`src/rtl/ram_arbiter.sv`:
```
// rtl/ram_arbiter.sv - two-master round-robin arbiter in front of the single-port data RAM.
// Optional ARB_LOCK_EN adds mN_lock inputs that let the last owner keep the RAM.
module ram_arbiter #(
    parameter int ADDR_W = 8,
    parameter int DATA_W = 32
) (
    input  logic              clk,
    input  logic              rst,
    input  logic              m0_req,
    input  logic              m0_write,
    input  logic [ADDR_W-1:0] m0_addr,
    input  logic [DATA_W-1:0] m0_wdata,
`ifdef ARB_LOCK_EN
    input  logic              m0_lock,
`endif
    output logic              m0_ack,
    output logic [DATA_W-1:0] m0_rdata,
    input  logic              m1_req,
    input  logic              m1_write,
    input  logic [ADDR_W-1:0] m1_addr,
    input  logic [DATA_W-1:0] m1_wdata,
`ifdef ARB_LOCK_EN
    input  logic              m1_lock,
`endif
    output logic              m1_ack,
    output logic [DATA_W-1:0] m1_rdata,
    output logic [ADDR_W-1:0] ram_addr,
    output logic [DATA_W-1:0] ram_out,
    output logic              ram_write,
    input  logic [DATA_W-1:0] ram_in
);

    typedef enum logic [1:0] {
        IDLE   = 2'd0,
        ACCESS = 2'd1,
        DONE   = 2'd2
    } state_t;

    state_t state;
    state_t state_nx;

    logic owner;
    logic last_grant;
    logic lat_write;
    logic req_any;
    logic grant_sel;
    logic do_grant;
    logic do_capture;

    // Both requesting: the master that did not win last time goes next.
    always_comb begin
        req_any   = m0_req | m1_req;
        grant_sel = 1'b0;
        if (m0_req && m1_req) begin
            grant_sel = ~last_grant;
        end else begin
            grant_sel = m1_req;
        end
`ifdef ARB_LOCK_EN
        if (last_grant ? (m1_req && m1_lock) : (m0_req && m0_lock)) begin
            grant_sel = last_grant;
        end
`endif
    end

    always_ff @(posedge clk or posedge rst) begin
        if (rst) begin
            state <= IDLE;
        end else begin
            state <= state_nx;
        end
    end

    always_comb begin
        state_nx = state;
        case (state)
            IDLE:    if (req_any) state_nx = ACCESS;
            ACCESS:  state_nx = DONE;
            DONE:    state_nx = IDLE;
            default: state_nx = IDLE;
        endcase
    end

    // ram_write is decoded from state so an async reset drops it at once.
    always_comb begin
        do_grant   = (state == IDLE) && req_any;
        do_capture = (state == ACCESS);
        ram_write  = (state == ACCESS) && lat_write;
    end

    // ram_addr/ram_out double as the latched request fields, so they hold between accesses.
    always_ff @(posedge clk or posedge rst) begin
        if (rst) begin
            owner      <= 1'b0;
            last_grant <= 1'b1;
            lat_write  <= 1'b0;
            ram_addr   <= '0;
            ram_out    <= '0;
            m0_ack     <= 1'b0;
            m1_ack     <= 1'b0;
            m0_rdata   <= '0;
            m1_rdata   <= '0;
        end else begin
            m0_ack <= do_capture && !owner;
            m1_ack <= do_capture && owner;
            if (do_grant) begin
                owner      <= grant_sel;
                last_grant <= grant_sel;
                lat_write  <= grant_sel ? m1_write : m0_write;
                ram_addr   <= grant_sel ? m1_addr  : m0_addr;
                ram_out    <= grant_sel ? m1_wdata : m0_wdata;
            end
            if (do_capture && !lat_write) begin
                if (owner) begin
                    m1_rdata <= ram_in;
                end else begin
                    m0_rdata <= ram_in;
                end
            end
        end
    end

endmodule
```
`config.mk`:
```
export PLATFORM = sky130hd
export DESIGN_NAME = ram_arbiter
export DESIGN_NICKNAME = d
export VERILOG_FILES = /design/src/rtl/ram_arbiter.sv
export SDC_FILE = /design/constraint.sdc
export NUM_CORES = 1
export LEC_CHECK = 0
export ABC_CLOCK_PERIOD_IN_PS = 3340
export BUFFER_PORTS_ARGS = -buffer_cell sky130_fd_sc_hd__buf_2
export CAP_MARGIN = 5
export CORE_MARGIN = 2
export CORE_UTILIZATION = 43
export DETAILED_ROUTE_END_ITERATION = 16
export GPL_TIMING_DRIVEN = 0
export PLACE_DENSITY = 0.77
export REMOVE_ABC_BUFFERS = 1
export SYNTH_ARGS = -nofsm -noshare
export SYNTH_HDL_FRONTEND = slang
export SYNTH_SLANG_ARGS = --single-unit
```
`constraint.sdc`:
```
create_clock -name clk -period 3.34 [get_ports clk]
set_input_delay 0.501 -clock clk [delete_from_list [all_inputs] [get_ports clk]]
set_output_delay 0.501 -clock clk [all_outputs]
set_load 0.02 [all_outputs]
```
### Word-level counts from Yosys, hierarchy flattened

Cells that the tools add are included.

* output and inout port bits: 107
* flip-flop bits (word level): 111

* muxes and demuxes: 6
* eq/ne operators: 2
* reductions and logical operators: 11
* bitwise logic cells: 3

Operators by type and width (count)
* 2-to-1 mux 32 bit: 1
* 2-to-1 mux 8 bit: 1
* logical AND 1 bit: 6
* case mux 2 bit (2 select lines): 1
* AND reduction 2 bit: 2
* equality test 2 x 1 -> 1 bit (second input constant): 1
* zero test 1 bit: 2
* zero test 2 bit: 1
* 2-to-1 mux 1 bit: 2
* 2-to-1 mux 2 bit: 1
* inequality test 2 bit (second input constant): 1
* NOT 1 bit: 2
* OR 1 bit: 1

### Depth between registers and ports, before layout

* depth after elaboration: 3
* mapped depth: 5
* gate-level depth less buffers: 3

### Least setup slack after synthesis

OpenSTA, ideal clock, no wires.

* path kind: input to register
* start point: in m1_req
* end point: reg ram_out[22]
* data arrival time: 1.501 ns
* setup time: 0.125 ns
* stages on the path: 5
* required time: 3.215 ns
* path slack: 1.714 ns
* cell sequence: a21bo_1 > buf_6 > buf_12 > mux2_4 > mux2_4

* word-level cells in the longest chain between the ends: 3

Ends and longest elaborated chain
* from (decl): line 18 `input logic m1_req,`
* logical AND 1 bit: line 54 `if (m0_req && m1_req) begin`
* 2-to-1 mux 1 bit: line 54
* 2-to-1 mux 32 bit: line 111 `ram_out <= grant_sel ? m1_wdata : m0_wdata;`
* to (signal assigned): line 111
* to (decl): line 28 `output logic [DATA_W-1:0] ram_out,`

Parallel ways exist; a longest one is shown, timed or not.
A chain may end at the register's enable or synchronous reset.

### Worst setup path after layout

* start point: reg state[1]
* end point: reg m1_rdata[11]

* word-level cells in the longest chain between the ends: 3

Ends and longest elaborated chain
* from (decl): line 39 `state_t state;`
* from (signal assigned): line 70 `state <= state_nx;`
* equality test 2 x 1 -> 1 bit: line 87 `do_capture = (state == ACCESS);`
* logical AND 1 bit: line 113 `if (do_capture && !lat_write) begin`
* AND reduction 2 bit (no line)
* to (signal assigned): line 115 `m1_rdata <= ram_in;`
* to (decl): line 26 `output logic [DATA_W-1:0] m1_rdata,`

Every way passes these cells.

==> flow_metrics.py <==
metrics = {
    "outcome": {
        "status": "completed",
    },
    "critical_path": {
        "cp_max_fo": 20,
        "path_class": "reg2reg",
        "worstSetupEndpointType": "flop",
        "crit_arrival_ns": 2.25,
        "required_ns": 3.56,
        "start_kind": "flop",
    },
    "layout": {
        "fill_cells": 900,
        "mostFrequentLayoutCell": "buf_2",
        "syn_to_final_growth_pct": 31.4,
        "stdcell_area_um2": 6540,
        "final_cells": 660,
        "drive_gt1_frac": 0.758,
        "diodes": 0,
        "final_cell_mix": "buf_2 (224), dfrtp_1 (110), mux2_4 (78)",
        "multi_input_area_um2": 2030,
        "fin_nets": 630,
        "seqCellArea_um2": 2780,
    },
    "floorplanning": {
        "initial_utilization": 0.438,
        "row_count": 39,
        "die_area_um2": 12500,
        "die_h_um": 112,
        "core_um2": 11400,
        "die_x_um": 112,
        "io_pins": 225,
    },
    "flow_run": {
        "max-cap-violations": 0,
    },
    "global_routing": {
        "grt_pass1_vias": 3314,
        "antenna_found_initial": 0,
        "grt_usage": 0.166,
        "grt_overflow": 0,
        "grt_max_degree": 63,
        "grt_pass1_wl_um": 16400,
    },
    "power": {
        "peakVddDrop_mv": 0.739,
        "power.total_mw": 6.73,
        "pwr_density_cell_nw_per_um2": 1030,
        "power.leakage_nw": 3.37,
    },
    "sta": {
        "rsz0062_at_grt": "false",
        "max_clock_freq_mhz": 495,
        "min_period_ns": 2.02,
        "skew_ns": 0.00712,
        "setup_violations": 0,
        "period_share": 0.605,
        "worst_pin_slew_ns": 0.767,
        "maxSlewHeadroom": 0.487,
        "hold_viol": 0,
        "maxSlewViolCount": 0,
    },
    "synthesis": {
        "netlist.top_cell.by_area": "dfrtp_1",
        "yosysTopAreaCellShare": 0.553,
        "yosysSeqAreaShare": 0.558,
        "ys_types": 19,
        "ys_ff_latch": 111,
        "synth_area_per_cell_um2": 17.3,
        "synth_edf_count": 0,
        "synth-async-reset-ratio": 1.00,
        "yosysWarnings": 0,
        "synth.area.top_cells": "dfrtp_1 (55%), mux2_4 (24%), mux2_2 (14%)",
        "synth_area_um2": 4980,
        "syn_inst": 288,
        "ys.flop_type": "dfrtp_1",
    },
    "drt": {
        "drt_iter0_markers": 102,
        "route.detailed.drc": 0,
        "wl_per_cell_um": 15.3,
        "ant_nets": 0,
        "via_count": 3150,
        "via_per_inst": 4.77,
        "routed_wl_um": 10100,
        "first_pass_iters": 4,
    },
    "clock_network": {
        "path_clk_slew_ns": 0.07,
        "cts_setup_buffers": 0,
        "cts_max_path_buffers": 2,
        "clock_latency_ns": 0.34,
        "tritoncts": "yes",
        "cts.repair.resized": 0,
        "cts.sinks": 111,
        "cts_made_buffers": 9,
        "cts-hold-fix-buffers": 0,
        "htreeDepth": 3,
        "cts-root-buf": "clkbuf_16",
    },
    "placement": {
        "gp_congestion": 0.708,
        "place.detailed.hpwl_um": 7940,
        "port_buffers": 224,
        "place_area_um2": 6230,
        "place_inst": 644,
    },
    "worst_hold_path": {
        "hold_path.class": "in2async",
    },
}
-- power breakdown --
part           switching, mW  leakage (nW)  internal (mW)
sequential             0.371          1.32           2.04
combinational           1.68          1.90           1.56
clock                  0.466         0.147          0.609
-- worst paths after layout --
| kind | start | end | slack (ns) | depth (start not counted) |
|---|---|---|---|---|
| min in group clk | m0_req | last_grant$_DFFE_PP1P_ | 0.35 | 2 |
| hold / removal | rst | ram_out[31]$_DFFE_PP0P_ | 0.24 | 2 |
| max in group asynchronous | rst | m1_rdata[10]$_DFFE_PP0P_ | 2.39 | 3 |
| hold reg to reg | m1_rdata[29]$_DFFE_PP0P_ | m1_rdata[29]$_DFFE_PP0P_ | 0.48 | 1 |
| setup / recovery | state[1]$_DFFE_PP0P_ | m1_rdata[11]$_DFFE_PP0P_ | 1.32 | 4 |
| setup reg to reg | state[1]$_DFFE_PP0P_ | m1_rdata[11]$_DFFE_PP0P_ | 1.32 | 4 |
-- critical path: stages (launching register included) --
cell	delay [ns]
dfrtp_1	0.39
nand2b_1	0.27
nor3_4	0.64
buf_16	0.24
mux2_2	0.36
-- registers in the layout, summed over array words and instances (netlist names) --
register,count
m0_rdata,32
lat_write,1
m1_rdata,32
last_grant,1
ram_addr,8
m0_ack,1
ram_out,32
state,2
owner,1
m1_ack,1
-- synthesized netlist by cell type, types with 2 or more instances --
library cell	n
mux2_4	78
nor3_2	2
dfrtp_1	110
mux2_1	4
inv_1	3
buf_4	10
buf_12	4
mux2_2	64
nor2_1	3
-- stage by stage --
stage | util | setup TNS, ns | hold WS [ns] | worst slack, ns
final | 0.575 | 0 | 0.240 | 1.32
after global routing | 0.575 | 0 | 0.302 | 1.17
after CTS | 0.575 | 0 | 0.261 | 1.30
after detailed placement | 0.548 | 0 | 0.469 | 1.18
after global placement | 0.537 | -125.46 | 0.461 | -1.15
after floorplan | - | -9.90 | 0.447 | -0.0900
-- final cells by class --
type                            instances  share of cell area
Clock buffer                           11              0.0371
Clock inverter                          5             0.00976
Inverter                                3             0.00210
Multi-Input combinational cell        158               0.311
Sequential cell                       111               0.425
Tap cell                              143              0.0274
Timing Repair Buffer                  229               0.188
-- layer usage --
| layer | GRT usage | routed length (um) | up-vias | share of wire |
|---|---|---|---|---|
| met2 | 0.278 | 4890 | 166 | 0.48 |
| met3 | 0.0408 | 702 | 12 | 0.070 |
| met1 | 0.214 | 4340 | 1504 | 0.43 |
| li1 | - | - | 1468 | - |
| met4 | 0.0576 | 153 | 0 | 0.015 |
| met5 | 0 | 0 | - | 0 |
-- cell families (layout without fill, tap and decap cells) --
logic type	count (synthesis)	in the layout	share of synthesized area
and+or+nand+nor	7	7	0.00880
buffers and inverters	19	248	0.0367
muxes	146	146	0.389
DFF	111	111	0.558
AOI/OAI and AO/OA	5	5	0.00754
Note: power is estimated with default switching activity, not from simulation.
